## src/rtl/fifo_ctrl_level_m.sv

```systemverilog
// Single-clock FIFO pointer/status controller: wrap-bit pointers, qualified
// push/pop, registered occupancy and threshold flags, sticky errors, high-water mark.
module fifo_ctrl_level_m #(
    parameter int DEEPWID = 3
) (
    input  logic             clk,
    input  logic             rst_n,
    input  logic             wr_en,
    input  logic             rd_en,
    input  logic             clr_stat,
    input  logic [DEEPWID:0] cfg_almost_empty,
    input  logic [DEEPWID:0] cfg_almost_full,
    output logic [DEEPWID:0] wr_addr,
    output logic [DEEPWID:0] rd_addr,
    output logic             ram_we,
    output logic             ram_re,
    output logic [DEEPWID:0] fifo_num,
    output logic             empty,
    output logic             full,
    output logic             almost_empty,
    output logic             almost_full,
    output logic             overflow,
    output logic             underflow,
    output logic [DEEPWID:0] high_water
);

    localparam int AW = DEEPWID + 1;
    localparam logic [DEEPWID:0] ZERO_C  = {AW{1'b0}};
    localparam logic [DEEPWID:0] ONE_C   = {{DEEPWID{1'b0}}, 1'b1};
    localparam logic [DEEPWID:0] DEPTH_C = {1'b1, {DEEPWID{1'b0}}};

    logic [DEEPWID:0] wr_ptr_r, rd_ptr_r, num_r, hw_r;
    logic             empty_r, full_r, ae_r, af_r, ovf_r, udf_r;

    logic [DEEPWID:0] wr_ptr_nxt_s, rd_ptr_nxt_s, num_nxt_s, hw_nxt_s;
    logic             ram_we_s, ram_re_s, ovf_nxt_s, udf_nxt_s;

    // Acceptance uses the registered flags so the RAM never sees an illegal access.
    always_comb begin
        ram_we_s = wr_en & ~full_r;
        ram_re_s = rd_en & ~empty_r;
    end

    // Next-state for pointers, occupancy, sticky errors and high-water mark.
    always_comb begin
        wr_ptr_nxt_s = wr_ptr_r;
        rd_ptr_nxt_s = rd_ptr_r;
        num_nxt_s    = num_r;
        hw_nxt_s     = hw_r;

        if (ram_we_s) begin
            wr_ptr_nxt_s = wr_ptr_r + ONE_C;
        end else begin
            wr_ptr_nxt_s = wr_ptr_r;
        end

        if (ram_re_s) begin
            rd_ptr_nxt_s = rd_ptr_r + ONE_C;
        end else begin
            rd_ptr_nxt_s = rd_ptr_r;
        end

        if (ram_we_s && !ram_re_s) begin
            num_nxt_s = num_r + ONE_C;
        end else if (!ram_we_s && ram_re_s) begin
            num_nxt_s = num_r - ONE_C;
        end else begin
            num_nxt_s = num_r;
        end

        // A set event in the same cycle as clr_stat keeps the flag asserted.
        ovf_nxt_s = (wr_en & full_r) | (ovf_r & ~clr_stat);
        udf_nxt_s = (rd_en & empty_r) | (udf_r & ~clr_stat);

        if (clr_stat) begin
            hw_nxt_s = num_nxt_s;
        end else if (num_nxt_s > hw_r) begin
            hw_nxt_s = num_nxt_s;
        end else begin
            hw_nxt_s = hw_r;
        end
    end

    // State registers; flags derive from num_nxt so they move with fifo_num.
    always_ff @(posedge clk) begin
        if (!rst_n) begin
            wr_ptr_r <= ZERO_C;
            rd_ptr_r <= ZERO_C;
            num_r    <= ZERO_C;
            hw_r     <= ZERO_C;
            empty_r  <= 1'b1;
            full_r   <= 1'b0;
            ae_r     <= 1'b1;
            af_r     <= 1'b0;
            ovf_r    <= 1'b0;
            udf_r    <= 1'b0;
        end else begin
            wr_ptr_r <= wr_ptr_nxt_s;
            rd_ptr_r <= rd_ptr_nxt_s;
            num_r    <= num_nxt_s;
            hw_r     <= hw_nxt_s;
            empty_r  <= (num_nxt_s == ZERO_C);
            full_r   <= (num_nxt_s == DEPTH_C);
            ae_r     <= (num_nxt_s <= cfg_almost_empty);
            af_r     <= (num_nxt_s >= cfg_almost_full);
            ovf_r    <= ovf_nxt_s;
            udf_r    <= udf_nxt_s;
        end
    end

    assign wr_addr      = wr_ptr_r;
    assign rd_addr      = rd_ptr_r;
    assign ram_we       = ram_we_s;
    assign ram_re       = ram_re_s;
    assign fifo_num     = num_r;
    assign empty        = empty_r;
    assign full         = full_r;
    assign almost_empty = ae_r;
    assign almost_full  = af_r;
    assign overflow     = ovf_r;
    assign underflow    = udf_r;
    assign high_water   = hw_r;

endmodule

```

## config.mk

```make
export PLATFORM = sky130hd
export DESIGN_NAME = fifo_ctrl_level_m
export DESIGN_NICKNAME = d
export VERILOG_FILES = /design/src/rtl/fifo_ctrl_level_m.sv
export SDC_FILE = /design/constraint.sdc
export NUM_CORES = 1
export LEC_CHECK = 0
export ABC_AREA = 1
export BUFFER_PORTS_ARGS = -buffer_cell sky130_fd_sc_hd__buf_2
export CORE_AREA = 5 5 61 63
export CTS_BUF_LIST = sky130_fd_sc_hd__clkbuf_4 sky130_fd_sc_hd__clkbuf_8
export CTS_CLUSTER_SIZE = 16
export DETAILED_ROUTE_END_ITERATION = 8
export DIE_AREA = 0 0 66 68
export GPL_TIMING_DRIVEN = 0
export PLACE_DENSITY = 0.69
export SYNTH_ARGS = -nofsm -noshare
export SYNTH_HDL_FRONTEND = slang
export SYNTH_SLANG_ARGS = --single-unit
```

## constraint.sdc

```tcl
create_clock -name clk -period 4.1 [get_ports clk]
set_input_delay 0.205 -clock clk [delete_from_list [all_inputs] [get_ports clk]]
set_output_delay 0.205 -clock clk [all_outputs]
set_load 0.02 [all_outputs]
```

==> impl_metrics.yaml, run 1 <==
floorplanning:
  dieArea_mm2: 0.004488
  start_util_pct: 42.54
  die_h_um: 68
  ios: 37
  fp-row-count: 21
  core_area_mm2: 0.003179
  die_w_um: 66
timing:
  finalClockSkew_ps: 3.142
  finalCritPeriodShare_pct: 52.99
  clock.fmax_mhz: 460.2
  max_slew_margin_pct: 67.57
  finalSetupTns_ps: 0
  hold_violations: 0
  setup_viol: 0
  rsz0062_at_grt: "no"
  period_needed_ps: 2173
  slew_violations: 0
  tightest_slew_ps: 486.4
  timing.final.ws_setup_ps: 1927
worst_setup_path:
  endpoint: "high_water[2]$_SDFFE_PN0P_"
  crit_required_ps: 4350
  startpoint: "empty$_SDFF_PN1_"
  rrSetupSlack_ps: 1930
  critPathArrivalTime_ps: 2430
  rr_startpoint: "empty$_SDFF_PN1_"
  r2r_end: "high_water[2]$_SDFFE_PN0P_"
  critical_path_class: "reg -> reg"
  crit_fanout: 6
  reg2reg_depth: 16
  crit_path_start_kind: "flop"
  setup.worst_path.end_class: "flop"
drt:
  drt_drc_violations_left: 0
  drt_wl_total_um: 2862
  first_iter_violations: 72
  wl_per_cell_um: 10.45
  vias: 1233
  drt-pass1-iter-count: 4
  vias_per_cell: 4.500
  ant_nets: 0
synthesis:
  syn_nets: 217
  yosysWarnings: 0
  synth_cell_type_count: 23
  ys_seq_area_share_pct: 32.56
  syn_inst: 188
  ys_seq_elements: 22
  synth_area_mm2: 0.001353
  synth.avg_cell_area_um2: 7.194
job:
  drv_cap: 0
layout:
  design_area_mm2: 0.001627
  fin_nets: 258
  area_growth_pct: 20.26
  drive_gt1_share_pct: 25.00
  antenna_cells: 0
clock_tree:
  clk_pin_slew_ps: 130
  cts_max_level: 1
  cts_buffers: 3
  holdBufCountCts: 0
  cts_tree: "yes"
  clock-sinks: 22
  post_cts_buffers: 0
  cts_max_path_buffers: 2
  cts.repair.resized: 0
  clk_latency_ps: 310
  cts_root_buf: "clkbuf_4"
place:
  gp_congestion: 0.8758
  dp_hpwl_um: 2268
  port_buffers: 36
  place_ws_ps: 1945
  placed_area_mm2: 0.001590
global_route:
  grt_overflow: 0
  antenna_found_initial: 0
  grt_max_degree: 13
  grt_pass1_wl_um: 5106
  grtUsageTotal_pct: 14.62
  grt_pass1_vias: 1151
pwr:
  p_leak_nw: 0.9128
  ir_worst_vdd_v: 0.0002519
  power.density_mw_per_mm2: 588.1
worst_hold_path:
  hp-class: "in -> reg"
run_status:
  outcome: "finished, final reports clean"
[layout make-up]
class                      instances  area (um^2)
fill                             317         1553
multi-input combinational        128        769.5
sequential                        22        440.4
timing repair buffer              36        180.2
inverter                          37        138.9
tap                               46        57.56
clock buffer                       4        36.28
buffer                             1        3.754
[kinds of logic after synthesis]
group | count (synthesis) | synth area share (%)
simple gates | 93 | 34.32
buf+inv | 38 | 10.55
flops | 22 | 32.56
compound gates | 17 | 6.475
fa+ha+maj | 16 | 14.80
xor+xnor | 2 | 1.295
[synthesized netlist by cell type (all sizes together)]
| cell type | count | area (um^2) |
|---|---|---|
| ha | 16 | 200.2 |
| nand2 | 50 | 222.7 |
| o21ai | 3 | 15.01 |
| dfxtp | 22 | 440.4 |
| nand4 | 2 | 12.51 |
| nand3 | 18 | 95.09 |
| nand3b | 1 | 7.510 |
| nor2 | 19 | 110.1 |
| inv | 36 | 135.1 |
| clkinv | 1 | 3.750 |
| a21oi | 13 | 65.06 |
| nor3 | 2 | 10.01 |
| o211ai | 1 | 7.510 |
| clkbuf | 1 | 3.750 |
| xor2 | 2 | 17.52 |
| and3 | 1 | 6.260 |
[worst max-delay path: stages (launching register included)]
cell	delay, ps
dfxtp_1	440
inv_1	80
nand2_2	140
nand2_4	90
nand2_1	60
nand2_1	50
nand2_1	70
nand2_1	90
inv_1	140
ha_1	260
a21oi_1	160
nand2_1	70
nand2_1	140
nand2_1	130
nand2_1	100
inv_1	50
nor2_1	70
[worst min-delay path by stage]
stage / startpoint / to / depth (start not counted)
after floorplan: wr_en / overflow$_SDFF_PN0_ / 2
after global placement: overflow$_SDFF_PN0_ / overflow$_SDFF_PN0_ / 2
after detailed placement: overflow$_SDFF_PN0_ / overflow$_SDFF_PN0_ / 2
after CTS: wr_en / overflow$_SDFF_PN0_ / 3
after global routing: rd_en / underflow$_SDFF_PN0_ / 3
final: wr_en / overflow$_SDFF_PN0_ / 3
[power by group]
group	switching (mW)	total (mW)	internal [mW]
Combinational	0.345	0.538	0.194
Sequential	0.0375	0.297	0.259
Clock	0.0675	0.122	0.0542
Total	0.450	0.957	0.507
[state kept, by name, indices dropped and copies added, names as in the netlist]
register      cells
overflow          1
underflow         1
almost_full       1
almost_empty      1
rd_addr           4
high_water        4
empty             1
wr_addr           4
fifo_num          4
full              1
[metal layers]
metal	wire (um)	GRT usage [%]
met5	0	0
met4	20	4.569
met3	170	3.284
met2	1277	25.28
met1	1394	18.10
[per-stage QoR]
step | total power, mW | util [%] | hold WS (ps) | instances
after floorplan | 0.7112 | - | 345.5 | 188
after global placement | 0.8343 | 50.02 | 452.6 | 270
after detailed placement | 0.8446 | 50.02 | 455.8 | 270
after CTS | 0.9713 | 51.16 | 164.4 | 274
after global routing | 1.077 | 51.16 | 193.1 | 274
final | 0.9565 | 51.16 | 179.4 | 274
[placed cells by master (no fill, tap or decap)]
| cell type | n |
|---|---|
| nand2_1 | 42 |
| buf_2 | 36 |
| inv_1 | 34 |
| dfxtp_1 | 22 |
| nand3_1 | 17 |
| ha_1 | 16 |
| nor2_1 | 13 |
| a21oi_1 | 13 |
| nand2_2 | 5 |
| nand2_4 | 3 |
| nor2_2 | 3 |
| o21ai_0 | 3 |
| clkbuf_4 | 3 |
| inv_2 | 2 |
| nor2_4 | 2 |
| xor2_1 | 2 |
| nor3_1 | 2 |
| nand4_1 | 2 |
| nor2_8 | 1 |
| nand3_2 | 1 |
| nand3b_1 | 1 |
| clkbuf_1 | 1 |
| clkinv_1 | 1 |
| and3_1 | 1 |
| o211ai_1 | 1 |
| clkbuf_8 | 1 |
No activity file was read; power rests on OpenSTA's default activity.
==> inputs of run 2 (changes only) <==
ABC_AREA = 0   (was 1)
PLACE_DENSITY = 0.71   (was 0.69)
clock period = 1.8 ns   (was 4.1 ns; I/O delays follow)
==> impl_metrics.yaml, run 2 <==
run_status:
  outcome: "finished, violations left"
  failed_checks: "negative setup slack"
drt:
  drt_drc_violations_left: 0
  drt-pass1-iter-count: 4
  ant_nets: 0
  vias_per_cell: 4.906
  drt_wl_total_um: 3400
  wl_per_cell_um: 13.93
  vias: 1197
  first_iter_violations: 39
layout:
  stdcell_count: 244
  antenna_cells: 0
  design_area_mm2: 0.001906
  final_common_cell: "buf_2"
  area_growth_pct: 43.27
  drive_gt1_share_pct: 48.99
  utilization_pct: 59.94
  n_fill_cell: 270
  final_cell_mix: "buf_2 (36), dfxtp_1 (17), buf_4 (16)"
  fin_nets: 229
worst_setup_path:
  critPathMostFrequentCell: "and2_4"
  crit_required_ps: 2040
  max_stage_delay_ps: 360
  cp_cell_sequence: "nand2b_4 -> clkinv_16 -> nor3_2 -> or3_4 -> and2_4 -> ha_4 -> and2_4 -> o21ai_2 -> a32o_2 -> a21o_1 -> a21oi_1"
  cpMaxStageDelayCell: "dfxtp_4"
  rrSetupSlack_ps: -530
  critical_path_class: "reg -> reg"
  crit_path_start_kind: "flop"
  critPathArrivalTime_ps: 2560
  crit_fanout: 8
  setup.worst_path.end_class: "flop"
global_route:
  grtUsageTotal_pct: 15.42
  use_met3_pct: 2.463
  grt_pass1_vias: 1184
  met2_usage_pct: 30.91
  grt_use_met1_pct: 16.35
  grt_overflow: 0
  top_usage_layer: "met2"
  grt_max_degree: 12
  grt_pass1_wl_um: 5271
  antenna_found_initial: 0
floorplanning:
  core_area_mm2: 0.003179
  fp-row-count: 21
  start_util_pct: 41.83
  die_w_um: 66
  dieArea_mm2: 0.004488
  die_h_um: 68
  ios: 37
synthesis:
  netlist_top_cells_area: "dfxtp_1 (33%), ha_1 (15%), inv_1 (3.7%)"
  syn_nets: 167
  ys_seq_area_share_pct: 33.11
  synth_cell_type_count: 42
  synth_common_cells: "dfxtp_1 (22), ha_1 (16), inv_1 (13)"
  yosys.area.top_type: "dfxtp_1"
  synth_edf_count: 0
  syn_inst: 138
  ys_seq_elements: 22
  synth_top_area_share_pct: 33.11
  yosysWarnings: 0
  synth_area_mm2: 0.001330
  synth_top_flop_cell: "dfxtp_1"
  yosysMostFrequentCell: "dfxtp_1"
  synth.avg_cell_area_um2: 9.638
  synthArstFlopShare_pct: 0
clock_tree:
  cts_max_level: 1
  clk_latency_ps: 300
  clk_pin_slew_ps: 130
  cts_root_buf: "clkbuf_4"
  cts_tree: "yes"
  clock-sinks: 22
  cts_max_path_buffers: 2
  cts_buffers: 3
pwr:
  ir_worst_vdd_v: 0.001280
  p_leak_nw: 0.9021
  power.density_mw_per_mm2: 1570
job:
  drv_cap: 0
worst_hold_path:
  hp-class: "in -> reg"
timing:
  max_slew_margin_pct: 68.50
  finalClockSkew_ps: 4.717
  tightest_slew_ps: 472.5
  slew_violations: 0
  setup_viol: 6
  finalCritPeriodShare_pct: 129.2
  timing.final.ws_setup_ps: -525.2
  rsz0062_at_grt: "yes"
  clock.fmax_mhz: 430.1
  period_needed_ps: 2325
  hold_violations: 0
  finalSetupTns_ps: -2728
place:
  gp_congestion: 0.8565
  port_buffers: 36
  place_inst: 220
  placed_area_mm2: 0.001637
  place_ws_ps: -663.4
  dp_hpwl_um: 2452
[run 2: changes by cell type after synthesis, sizes merged, moves of 3 or more]
cell | previous run | this run
nor2 | 19 | 10
and2 | 0 | 4
inv | 36 | 15
nand2 | 50 | 6
or3 | 0 | 3
nand2b | 0 | 3
a21oi | 13 | 9
a21o | 0 | 3
xnor2 | 0 | 4
nand3 | 18 | 5
[run 2: per-stage QoR]
stage,hold WS (ps),power (mW)
finish,110.8,2.992
global route,110.0,3.224
CTS,113.6,2.792
detailed placement,309.1,2.331
global placement,307.4,2.231
floorplan,145.3,1.952
[run 2: critical path, delay by kind of cell (launching register included)]
family          cells  cell delay [ps]
compound gates      4              610
fa+ha+maj           1              270
buf+inv             1               80
flops               1              360
simple gates        5              920
[run 2: path summary, 6_finish.rpt]
path                                     end  cells past startpoint                  startpoint
hold reg to reg   high_water[3]$_SDFFE_PN0P_                      2  high_water[3]$_SDFFE_PN0P_
setup / recovery  high_water[0]$_SDFFE_PN0P_                     11            empty$_SDFF_PN1_
setup reg to reg  high_water[0]$_SDFFE_PN0P_                     11            empty$_SDFF_PN1_
hold / removal          underflow$_SDFF_PN0_                      3                       rd_en
[run 2: logic make-up (layout without fill, tap and decap cells)]
kind of cell / count (synthesis) / count (layout) / synth area share (%)
XOR/XNOR: 8 / 8 / 6.397
AO/OA/AOI/OAI: 29 / 29 / 16.27
adder cells (fa/ha/maj): 17 / 17 / 15.90
flip-flops: 22 / 22 / 33.11
buffers and inverters: 20 / 80 / 9.407
AND/OR/NAND/NOR: 42 / 42 / 18.91
[run 2: area by class of cell]
| cell class | instances | area (um^2) | area share [%] |
|---|---|---|---|
| Inverter | 17 | 100.1 | 5.253 |
| Sequential cell | 22 | 456.7 | 23.97 |
| Buffer | 2 | 18.77 | 0.9849 |
| Multi-Input combinational cell | 96 | 883.3 | 46.36 |
| Clock buffer | 3 | 22.52 | 1.182 |
| Timing Repair Buffer | 58 | 366.6 | 19.24 |
| Tap cell | 46 | 57.56 | 3.020 |
[run 2: power by group]
part / total (mW) / leakage [nW] / internal, mW / switching (mW)
clock network: 0.227 / 0.0138 / 0.0779 / 0.149
registers: 0.710 / 0.183 / 0.608 / 0.101
logic: 2.06 / 0.706 / 1.02 / 1.04
[run 2: metal layers]
| layer | part of all wire [%] | wire length (um) | vias to the layer above |
|---|---|---|---|
| li1 | - | - | 603 |
| met1 | 42 | 1413 | 576 |
| met2 | 55 | 1868 | 16 |
| met3 | 3.0 | 102 | 2 |
| met4 | 0.47 | 16 | 0 |
| met5 | 0 | 0 | - |
[run 2: what timing repair did]
item,in CTS,in global routing
setup buffers,13,8
pin swaps,8,7
endpoints found under the setup margin,6,8
endpoints found under the hold margin,1,0
gates resized for setup,12,10
hold buffers,1,0
==> inputs of run 3 (changes only) <==
CORE_AREA = 2 2 58 60   (was 5 5 61 63)
DIE_AREA = 0 0 60 62   (was 0 0 66 68)
==> impl_metrics.yaml, run 3 (synthesis results as in run 2) <==
run_status:
  outcome: "finished, violations left"
  failed_checks: "negative setup slack"
clock_tree:
  cts_max_path_buffers: 2
  cts_buffers: 3
  cts_max_level: 1
  cts_root_buf: "clkbuf_4"
  clk_pin_slew_ps: 130
  clock-sinks: 22
  cts_tree: "yes"
  clk_latency_ps: 320
drt:
  first_iter_violations: 15
  ant_nets: 0
  drt_wl_total_um: 3348
  wl_per_cell_um: 13.72
  drt_drc_violations_left: 0
  vias: 1236
  drt-pass1-iter-count: 4
  vias_per_cell: 5.066
pwr:
  p_sw_mw: 1.328
  combPwrFrac_pct: 65.3
  power.density_mw_per_mm2: 1630
  clock_power_share_pct: 12.4
  ir_worst_vdd_v: 0.001190
  p_leak_nw: 0.9021
  p_total_mw: 3.169
  p_seq_share_pct: 22.2
  p_sw_share_pct: 41.92
  internal-power_mw: 1.840
floorplanning:
  dieArea_mm2: 0.003720
  die_w_um: 60
  ios: 37
  start_util_pct: 41.83
  core_area_mm2: 0.003179
  die_h_um: 62
  fp-row-count: 21
timing:
  hold_violations: 0
  finalCritPeriodShare_pct: 128.9
  setup_viol: 6
  finalClockSkew_ps: 2.959
  rsz0062_at_grt: "yes"
  period_needed_ps: 2321
  clock.fmax_mhz: 430.9
  tightest_slew_ps: 484.9
  slew_violations: 0
  max_slew_margin_pct: 67.67
  timing.final.ws_setup_ps: -520.8
global_route:
  grtUsageTotal_pct: 19.33
  grt_overflow: 0
  grt_pass1_wl_um: 5319
  top_usage_layer: "met2"
  met2_usage_pct: 36.34
  grt_max_degree: 14
  antenna_found_initial: 0
  grt_pass1_vias: 1250
  use_met3_pct: 3.934
  grt_use_met1_pct: 20.76
worst_hold_path:
  hp-class: "in -> reg"
  hold_start: "rd_en"
layout:
  fin_nets: 228
  design_area_mm2: 0.001944
  n_fill_cell: 274
  final_common_cell: "buf_2"
  final_cell_mix: "buf_2 (36), dfxtp_1 (17), buf_4 (17)"
  area_growth_pct: 46.19
  stdcell_count: 244
  antenna_cells: 0
  drive_gt1_share_pct: 51.01
worst_setup_path:
  critPathArrivalTime_ps: 2590
  startpoint: "empty$_SDFF_PN1_"
  crit_fanout: 6
  rrSetupSlack_ps: -520
  rr_startpoint: "empty$_SDFF_PN1_"
  setup.worst_path.end_class: "flop"
  crit_required_ps: 2070
  critical_path_class: "reg -> reg"
  crit_path_start_kind: "flop"
job:
  drv_cap: 0
place:
  dp_hpwl_um: 2365
  place_inst: 220
  placed_area_mm2: 0.001637
  port_buffers: 36
  gp_congestion: 0.7720
run 3: path summary, 6_finish.rpt:
path         depth (start not counted)                         end
max                                 11  high_water[0]$_SDFFE_PN0P_
min                                  3        underflow$_SDFF_PN0_
max reg2reg                         11  high_water[0]$_SDFFE_PN0P_
min reg2reg                          2     rd_addr[1]$_SDFFE_PN0P_
run 3: layout make-up:
class	instances	area [um^2]	share of cell area (%)
multi-input cells	96	902.1	46.40
plain buffers	2	15.01	0.7722
inverters	17	100.1	5.148
flip-flops and latches	22	456.7	23.49
clock buffers	3	22.52	1.158
clock inverters	1	30.03	1.544
well taps	46	57.56	2.960
repair buffers	57	360.3	18.53
run 3: stage by stage:
stage	worst slack (ps)	setup TNS (ps)	util [%]	hold slack, ps
final	-520.8	-2721	61.16	82.91
after global routing	-615.2	-3370	61.16	89.99
after CTS	-508.5	-2662	57.62	68.83
after detailed placement	-708.0	-3639	51.48	306.8
after global placement	-648.9	-3145	51.48	306.4
after floorplan	-485.7	-2420	-	145.3
run 3: metal layers:
metal | wire (um) | part of all wire [%]
met5 | 0 | 0
met1 | 1320 | 39
met4 | 47 | 1.4
met2 | 1886 | 56
met3 | 94 | 2.8
run 3: critical path: stages, from the launching register on:
cell	delay (ps)
dfxtp_4	360
nand2b_4	220
clkinv_16	90
nor3_4	40
or3_4	340
and2_4	160
ha_4	260
and2_4	150
o21ai_2	60
a32o_2	280
a21o_1	180
a21oi_2	100
run 3: repair_timing:
item | CTS | global route
cloned | 0 | 0
hold buffers | 1 | 0
endpoints found under the setup margin | 6 | 7
buffers inserted | 15 | 5
gates resized for setup | 9 | 13
pin swaps | 12 | 7
endpoints found under the hold margin | 1 | 0
run 3: power by group through the flow:
stage	sequential (mW)	clock, mW	combinational (mW)
after CTS	0.701	0.401	1.90
after global routing	0.717	0.422	2.27
after floorplan	0.826	0	1.13
after global placement	0.707	0	1.52
final	0.704	0.394	2.07
after detailed placement	0.716	0	1.60
